--- config.mk ---
export PLATFORM = sky130hd
export DESIGN_NAME = invsqrt_pipe_out
export DESIGN_NICKNAME = d
export VERILOG_FILES = /design/src/rtl/invsqrt_pkg.sv /design/src/rtl/invsqrt_fifo.sv /design/src/rtl/invsqrt_pipe_out.sv
export SDC_FILE = /design/constraint.sdc
export NUM_CORES = 1
export LEC_CHECK = 0
export BUFFER_PORTS_ARGS = -buffer_cell sky130_fd_sc_hd__clkbuf_2
export CORE_MARGIN = 2
export CORE_UTILIZATION = 50
export DETAILED_ROUTE_END_ITERATION = 16
export PLACE_DENSITY = 0.73
export RECOVER_POWER = 100
export SLEW_MARGIN = 20
export SYNTH_ARGS = -nofsm -noshare
export SYNTH_HDL_FRONTEND = slang
export SYNTH_SLANG_ARGS = --single-unit
export TNS_END_PERCENT = 50
--- constraint.sdc ---
create_clock -name clk -period 5.3 [get_ports clk]
set_input_delay 0 -clock clk [delete_from_list [all_inputs] [get_ports clk]]
set_output_delay 0 -clock clk [all_outputs]
set_load 0.05 [all_outputs]
--- src/rtl/invsqrt_pkg.sv ---
// Shared constants and types for the inverse-square-root pipeline.
package invsqrt_pkg;

  // Quiet NaN substituted for errored results.
  localparam logic [31:0] INVSQRT_NAN        = 32'h7FC00000;
  // Initial-estimate constant, shared with the init stage.
  localparam logic [31:0] INVSQRT_MAGIC      = 32'h5f3759df;
  // Default number of output FIFO entries.
  localparam int          INVSQRT_FIFO_DEPTH = 4;
  // Width of one stored result entry.
  localparam int          INVSQRT_ENTRY_W    = 33;

  // One buffered result: error flag plus the 32-bit word.
  typedef struct packed {
    logic        err;
    logic [31:0] word;
  } result_entry_t;

endpackage : invsqrt_pkg

--- src/rtl/invsqrt_fifo.sv ---
// Generic synchronous FIFO with wrap-bit pointers, full/empty and a drop flag.
// A write into a full FIFO is accepted only when a read happens in the same
// cycle; otherwise it is dropped and o_drop pulses.
module invsqrt_fifo #(
  parameter int WIDTH = 33,
  parameter int DEPTH = 4
) (
  input  logic             clk,
  input  logic             rst_n,
  input  logic             i_push,
  input  logic [WIDTH-1:0] i_wdata,
  input  logic             i_pop,
  output logic [WIDTH-1:0] o_rdata,
  output logic             o_valid,
  output logic             o_full,
  output logic             o_drop,
  output logic             o_push_fire,
  output logic             o_pop_fire
);

  localparam int AW = $clog2(DEPTH);

  logic [AW:0]      r_wr_ptr;
  logic [AW:0]      r_rd_ptr;
  logic [WIDTH-1:0] r_mem [DEPTH];

  logic w_empty;
  logic w_full;
  logic w_pop_fire;
  logic w_push_fire;

  assign w_empty     = (r_wr_ptr == r_rd_ptr);
  assign w_full      = (r_wr_ptr[AW] != r_rd_ptr[AW]) &&
                       (r_wr_ptr[AW-1:0] == r_rd_ptr[AW-1:0]);
  assign w_pop_fire  = i_pop && !w_empty;
  // A pop frees the head slot this cycle, so a full FIFO can still take a write.
  assign w_push_fire = i_push && (!w_full || w_pop_fire);

  assign o_valid     = !w_empty;
  assign o_full      = w_full;
  assign o_drop      = i_push && w_full && !w_pop_fire;
  assign o_push_fire = w_push_fire;
  assign o_pop_fire  = w_pop_fire;
  // Head is driven from registered state only; zero when nothing is stored.
  assign o_rdata     = w_empty ? '0 : r_mem[r_rd_ptr[AW-1:0]];

  // Advance read/write pointers; they wrap naturally through the extra MSB.
  always_ff @(posedge clk or negedge rst_n) begin
    // NOTE: sequential state uses non-blocking assignments so every flop samples pre-edge values.
    if (!rst_n) begin
      r_wr_ptr <= '0;
      r_rd_ptr <= '0;
    end else begin
      if (w_push_fire) r_wr_ptr <= r_wr_ptr + 1'b1;
      if (w_pop_fire)  r_rd_ptr <= r_rd_ptr + 1'b1;
    end
  end

  // Write the storage array on an accepted push.
  // NOTE: storage is not reset; pointers alone define which entries are meaningful.
  always_ff @(posedge clk) begin
    if (w_push_fire) r_mem[r_wr_ptr[AW-1:0]] <= i_wdata;
  end

endmodule : invsqrt_fifo

--- src/rtl/invsqrt_pipe_out.sv ---
// Output collector at the tail of the inverse-square-root pipeline.
// Substitutes a quiet NaN for errored results, buffers them, and hands them
// to the consumer over valid/ready with a sticky overflow flag.
// Optional statistics counters are built when INVSQRT_OUT_STATS_EN is defined;
// otherwise cnt_results/cnt_errors are tied to zero.
module invsqrt_pipe_out
  import invsqrt_pkg::*;
#(
  parameter int          DEPTH    = INVSQRT_FIFO_DEPTH,
  parameter logic [31:0] NAN_WORD = INVSQRT_NAN
) (
  input  logic        clk,
  input  logic        rst_n,
  input  logic        valid_in,
  input  logic [30:0] y_in,
  input  logic        error_in,
  output logic        out_valid,
  input  logic        out_ready,
  output logic [31:0] data_out,
  output logic        err_out,
  output logic        overflow,
  input  logic        ovf_clr,
  output logic [15:0] cnt_results,
  output logic [15:0] cnt_errors
);

  result_entry_t w_entry;
  result_entry_t w_head;
  logic [INVSQRT_ENTRY_W-1:0] w_rdata;
  logic w_full;
  logic w_drop;
  logic w_push_fire;
  logic w_pop_fire;
  logic r_overflow;

  // Build the stored entry: errored results become the quiet NaN.
  always_comb begin
    // NOTE: every always_comb output gets a default first so no latch can be inferred.
    w_entry      = '0;
    w_entry.err  = error_in;
    w_entry.word = error_in ? NAN_WORD : {1'b0, y_in};
  end

  invsqrt_fifo #(
    .WIDTH (INVSQRT_ENTRY_W),
    .DEPTH (DEPTH)
  ) u_fifo (
    .clk         (clk),
    .rst_n       (rst_n),
    .i_push      (valid_in),
    .i_wdata     (w_entry),
    .i_pop       (out_ready),
    .o_rdata     (w_rdata),
    .o_valid     (out_valid),
    .o_full      (w_full),
    .o_drop      (w_drop),
    .o_push_fire (w_push_fire),
    .o_pop_fire  (w_pop_fire)
  );

  assign w_head   = result_entry_t'(w_rdata);
  assign data_out = w_head.word;
  assign err_out  = w_head.err;
  assign overflow = r_overflow;

  // Sticky overflow: a drop sets it, ovf_clr clears it, set wins over clear.
  always_ff @(posedge clk or negedge rst_n) begin
    if (!rst_n)        r_overflow <= 1'b0;
    else if (w_drop)   r_overflow <= 1'b1;
    else if (ovf_clr)  r_overflow <= 1'b0;
  end

`ifdef INVSQRT_OUT_STATS_EN
  logic [15:0] r_cnt_results;
  logic [15:0] r_cnt_errors;

  // Count pops and accepted error pushes; both wrap at 16 bits.
  always_ff @(posedge clk or negedge rst_n) begin
    if (!rst_n) begin
      r_cnt_results <= '0;
      r_cnt_errors  <= '0;
    end else begin
      if (w_pop_fire)              r_cnt_results <= r_cnt_results + 16'd1;
      if (w_push_fire && error_in) r_cnt_errors  <= r_cnt_errors + 16'd1;
    end
  end

  assign cnt_results = r_cnt_results;
  assign cnt_errors  = r_cnt_errors;

  logic w_unused;
  assign w_unused = w_full;
`else
  assign cnt_results = 16'h0;
  assign cnt_errors  = 16'h0;

  logic w_unused;
  assign w_unused = ^{w_full, w_push_fire, w_pop_fire};
`endif

endmodule : invsqrt_pipe_out
### Word-level counts from Yosys, hierarchy flattened

Memory sizes are Yosys's and may differ from the RTL's.
Index checks and enable logic that the tools add are counted.

| storage, ports and cells | value |
|---|---|
| flip-flop bits (word level) | 7 |
| bits in writable memories | 128 |
| memories | 1 |

| operators by class | value |
|---|---|
| add/subtract/negate cells | 2 |
| eq/ne operators | 3 |
| mux-type cells | 6 |
| reduce and logical (&&, ||, !) cells | 10 |

Memory list:

| name | words | width | read ports | clocked after memory_dff | write ports | RTL line | text |
|---|---|---|---|---|---|---|---|
| u_fifo.r_mem | 4 | 32 | 1 | 0 | 1 | invsqrt_fifo.sv:25 | `logic [WIDTH-1:0] r_mem [DEPTH];` |

Operator list:

| cell | number |
|---|---|
| 33-bit two-way mux | 1 |
| 31-bit two-way mux | 1 |
| 3-bit by 1-bit adder with 3-bit output (second input constant) | 2 |
| 1-bit logical AND | 5 |
| 1-bit two-way mux | 4 |
| 3-bit == test | 1 |
| 1-bit zero test | 3 |
| 2-bit == test | 1 |
| 2-bit nonzero test | 1 |
| 1-bit logical OR | 1 |
| 1-bit != test | 1 |

### Depth between registers and ports, before layout

| logic depth | value |
|---|---|
| depth after elaboration | 7 |
| gate-level depth with buffers | 5 |
| gate-level depth less buffers | 3 |

### Modules after synthesis

From an unflattened synthesis, not the netlist that was laid out.

| unflattened totals | value |
|---|---|
| cell total of the unflattened synthesis | 320 |
| area, all modules | 5944.5 µm² |

Modules (own cells, without submodules):

| module | instances | cells an instance | area an instance (µm²) | sequential area each (µm²) |
|---|---|---|---|---|
| invsqrt_fifo | 1 | 250 | 5449.0 | 4113.9 |
| invsqrt_pipe_out | 1 | 70 | 495.5 | 25.0 |

### Least setup slack after synthesis

Ideal clock, no wire load.

| timing | value |
|---|---|
| kind | flip-flop to flip-flop |
| start point | register u_fifo.r_rd_ptr[0] |
| end point | memory u_fifo.r_mem[1][0] (netlist name) (enable) |
| setup time | 0.392 ns |
| arrival | 1.901 ns |
| slack | 3.007 ns |
| cell stages (with the launch flop) | 5 |
| path buffers | 1 |
| period minus slack after synthesis | 2.293 ns |
| cell sequence | dfrtp_1 -> buf_4 -> xor2_1 -> or4_4 -> and3_1 |

| between the ends | value |
|---|---|
| word-level cells in the longest chain between the ends | 7 |
| elaborated cells on any way between the ends | 10 |

Ends and longest elaborated chain:

| item | RTL line | text |
|---|---|---|
| from (decl) | invsqrt_fifo.sv:24 | `logic [AW:0] r_rd_ptr;` |
| from (signal assigned) | invsqrt_fifo.sv:55 | `if (w_pop_fire) r_rd_ptr <= r_rd_ptr + 1'b1;` |
| 3-bit == test / 2-bit == test (equally long branches) | invsqrt_fifo.sv:32, invsqrt_fifo.sv:34 |  |
| 1-bit zero test / 1-bit logical AND (equally long branches) | invsqrt_fifo.sv:35, invsqrt_fifo.sv:33 |  |
| 1-bit logical AND / 1-bit zero test (equally long branches) | invsqrt_fifo.sv:35, invsqrt_fifo.sv:37 |  |
| 1-bit logical OR (*) | invsqrt_fifo.sv:37 | `assign w_push_fire = i_push && (!w_full \|\| w_pop_fire);` |
| 1-bit logical AND (*) | invsqrt_fifo.sv:37 |  |
| 1-bit two-way mux (*) | invsqrt_fifo.sv:62 | `if (w_push_fire) r_mem[r_wr_ptr[AW-1:0]] <= i_wdata;` |
| 1-bit two-way mux (implied by the code) (*) | invsqrt_fifo.sv:62 |  |
| to (decl) | invsqrt_fifo.sv:25 |  |

Every way passes the cells marked *; elsewhere a longest branch is shown, timed or not.

### Final worst setup path

| timing | value |
|---|---|
| start point | register u_fifo.r_rd_ptr[0] |
| end point | output data_out[30] |

| between the ends | value |
|---|---|
| word-level cells in the longest chain between the ends | 2 |
| elaborated cells on any way between the ends | 3 |

Ends and longest elaborated chain:

| item | RTL line | text |
|---|---|---|
| memory read 4 x 32 bit / 3-bit == test (equally long branches) | n/a |  |
| 33-bit two-way mux (*) | invsqrt_fifo.sv:45 | `assign o_rdata = w_empty ? '0 : r_mem[r_rd_ptr[AW-1:0]];` |
| to (decl) | invsqrt_pipe_out.sv:19 | `output logic [31:0] data_out,` |

Marked as above.

==> impl_metrics.ini <==
[clocking]
cts_buffers = 17
cts_setup_buffers = 0
clk_path_buf_depth = 2
clkTransAtPathRegs_ps = 60
cts_tree = done
htreeDepth = 4
root_buffer = clkbuf_16
clk_latency_ps = 410
cts.sinks = 135

[global_route]
grt_pass1_wl_mm = 16.2
grt_usage = 0.174
grt_pass1_vias = 3062
grt_start_max_net_pins = 36
antenna_found_initial = 0
globalRoute.totalOverflow = 0

[worst_setup_path]
critPathMaxFanout = 35
reg2reg_depth = 4
critPathRequiredTime_ps = 5300
r2r-end = u_fifo.r_mem[0][25]$_DFFE_PP_
critPathLaunch = u_fifo.r_rd_ptr[0]$_DFFE_PN0P_
cp.arrival_ps = 3580
r2r_slack_ps = 1960
end_kind = output pin
crit_path_start_kind = flop
crit_type = reg -> out
reg2reg_from = u_fifo.r_rd_ptr[0]$_DFFE_PN0P_

[floorplan]
rows = 39
die_h_um = 111
fp.coreArea_mm2 = 0.0113
start_util = 0.508
die-area_mm2 = 0.0124
io_pins = 104
fp.dieW_um = 111

[synthesis]
seq_area_frac_synth = 0.699
async_flop_share = 0.0519
ys_warn_count = 0
synth_seq_cells = 135
synth_flop_cell = edfxtp_1
netlist_area_mm2 = 0.00575
synth_cells = 312
syn_area_per_cell_um2 = 18.4
synth_simple_gate_area_frac = 0.0799
synth_top_family_by_area = multiplexers
synth_edf_count = 128
synth-adder-area-share = 0.0109
yosysUniqueCellTypes = 27
muxShareOfSynthArea = 0.129
synth_xor_area_frac = 0.0139
synth-compound-area-share = 0.00849

[cells_and_area]
area_delta_synth_final_pct = 21.2
stdcell_count = 574
final_cell_mix = edfxtp_1 (128), nor2b_1 (55), clkbuf_2 (37)
drive_above_1_share = 0.265
fin_util = 0.616
antenna_cells = 0
fillers = 829
final_nets = 461
layout_commonest_cell = edfxtp_1
fin_area_mm2 = 0.00697

[place]
placedCellCount = 512
place.gp.congestion = 0.778
io_buffers = 70
place_area_mm2 = 0.00611
hpwl_mm = 5.47

[routing]
dr.pass1.iters = 4
routedWlPerCell_um = 17.4
vias_per_cell = 5.13
remaining_drc_errors = 0
drtIter0Drc = 160
ant_nets = 0
vias = 2945
wl_mm = 10.0

[sta]
slew_headroom = -0.128
tightestPinTransition_ps = 1690
setup_viol = 0
rsz0062_at_grt = false
setup_tns_ps = 0
timing.fmax_mhz = 279
hold_viol = 0
skew_ps = 8.56
post-route-period-util = 0.676
maxSlewViolCount = 168
layout_min_cycle_time_ps = 3580

[job]
max-cap-violations = 5

[status]
status = finished with violations
violations = max-capacitance violations, max-slew violations

[hold_path]
worstHoldPathCells = 2
hp-start = y_in[5]
hold_end = u_fifo.r_mem[2][5]$_DFFE_PP_
hold_path.class = in -> reg
## area by class of cell
cell class                      count  area [um^2]  share of cell area
Timing Repair Buffer              103          634              0.0910
Tap cell                          143          179              0.0257
Multi-Input combinational cell    157         1510               0.216
Inverter                            5         18.8             0.00269
Sequential cell                   135         4020               0.577
Clock buffer                       18          429              0.0616
Clock inverter                     13          180              0.0258
## routing by layer
layer / global-route usage / vias to the layer above / share of wire
met5: 0 / - / 0
met3: 0.0454 / 11 / 0.059
met2: 0.274 / 128 / 0.50
met1: 0.234 / 1474 / 0.43
met4: 0.0733 / 0 / 0.012
li1: - / 1332 / -
## per-stage QoR
stage	setup WS, ps	hold WS, ps
after global routing	1360	12.5
after detailed placement	2400	-143
final	1720	11.5
after floorplan	3010	-296
after CTS	2280	2.16
after global placement	2500	-147
## worst max-delay path by stage
stage | cells after the start | endpoint
after floorplan | 4 | u_fifo.r_mem[1][0]$_DFFE_PP_
after CTS | 6 | data_out[30]
after detailed placement | 4 | u_fifo.r_mem[0][10]$_DFFE_PP_
final | 6 | data_out[30]
after global routing | 6 | data_out[30]
after global placement | 4 | u_fifo.r_mem[1][3]$_DFFE_PP_
## worst max-delay path, cell delays in order, from the launching register on
cell      delay [ps]
dfrtp_2          330
buf_4            550
xor2_1           290
nor3_1          1120
buf_4            450
nor2b_1          110
clkbuf_1         310
## cells in the mapped netlist, types with 3 or more instances
cell      count  area [um^2]
and3_1        4         25.0
buf_2         3         15.0
buf_4        34          255
clkbuf_1      9         33.8
dfrtp_1       7          175
edfxtp_1    128         3840
ha_1          5         62.6
inv_1         5         18.8
mux4_2       32          721
nor2b_1      55          344
or2_2         9         56.3
xnor2_1       4         35.0
## flip-flops by register name (all words and copies together), names as in the netlist
register	flops
u_fifo.r_mem	128
u_fifo.r_rd_ptr	3
u_fifo.r_wr_ptr	3
overflow	1
## logic make-up (layout without fill, tap and decap cells)
logic type,count (synthesis),after routing
simple gates,72,72
xor+xnor,7,7
mux,34,34
buf+inv,52,139
other cells,1,33
fa+ha+maj,5,5
flops,135,135
compound gates,6,6
## repair_timing
| action | 4_1_cts | 5_1_grt |
|---|---|---|
| resized for setup | 0 | 0 |
| hold buffers | 31 | 0 |
| hold endpoints to repair | 105 | 0 |
Power is not shown: default switching activity piles up to over one toggle a cycle in this logic, so the estimate is an artifact.
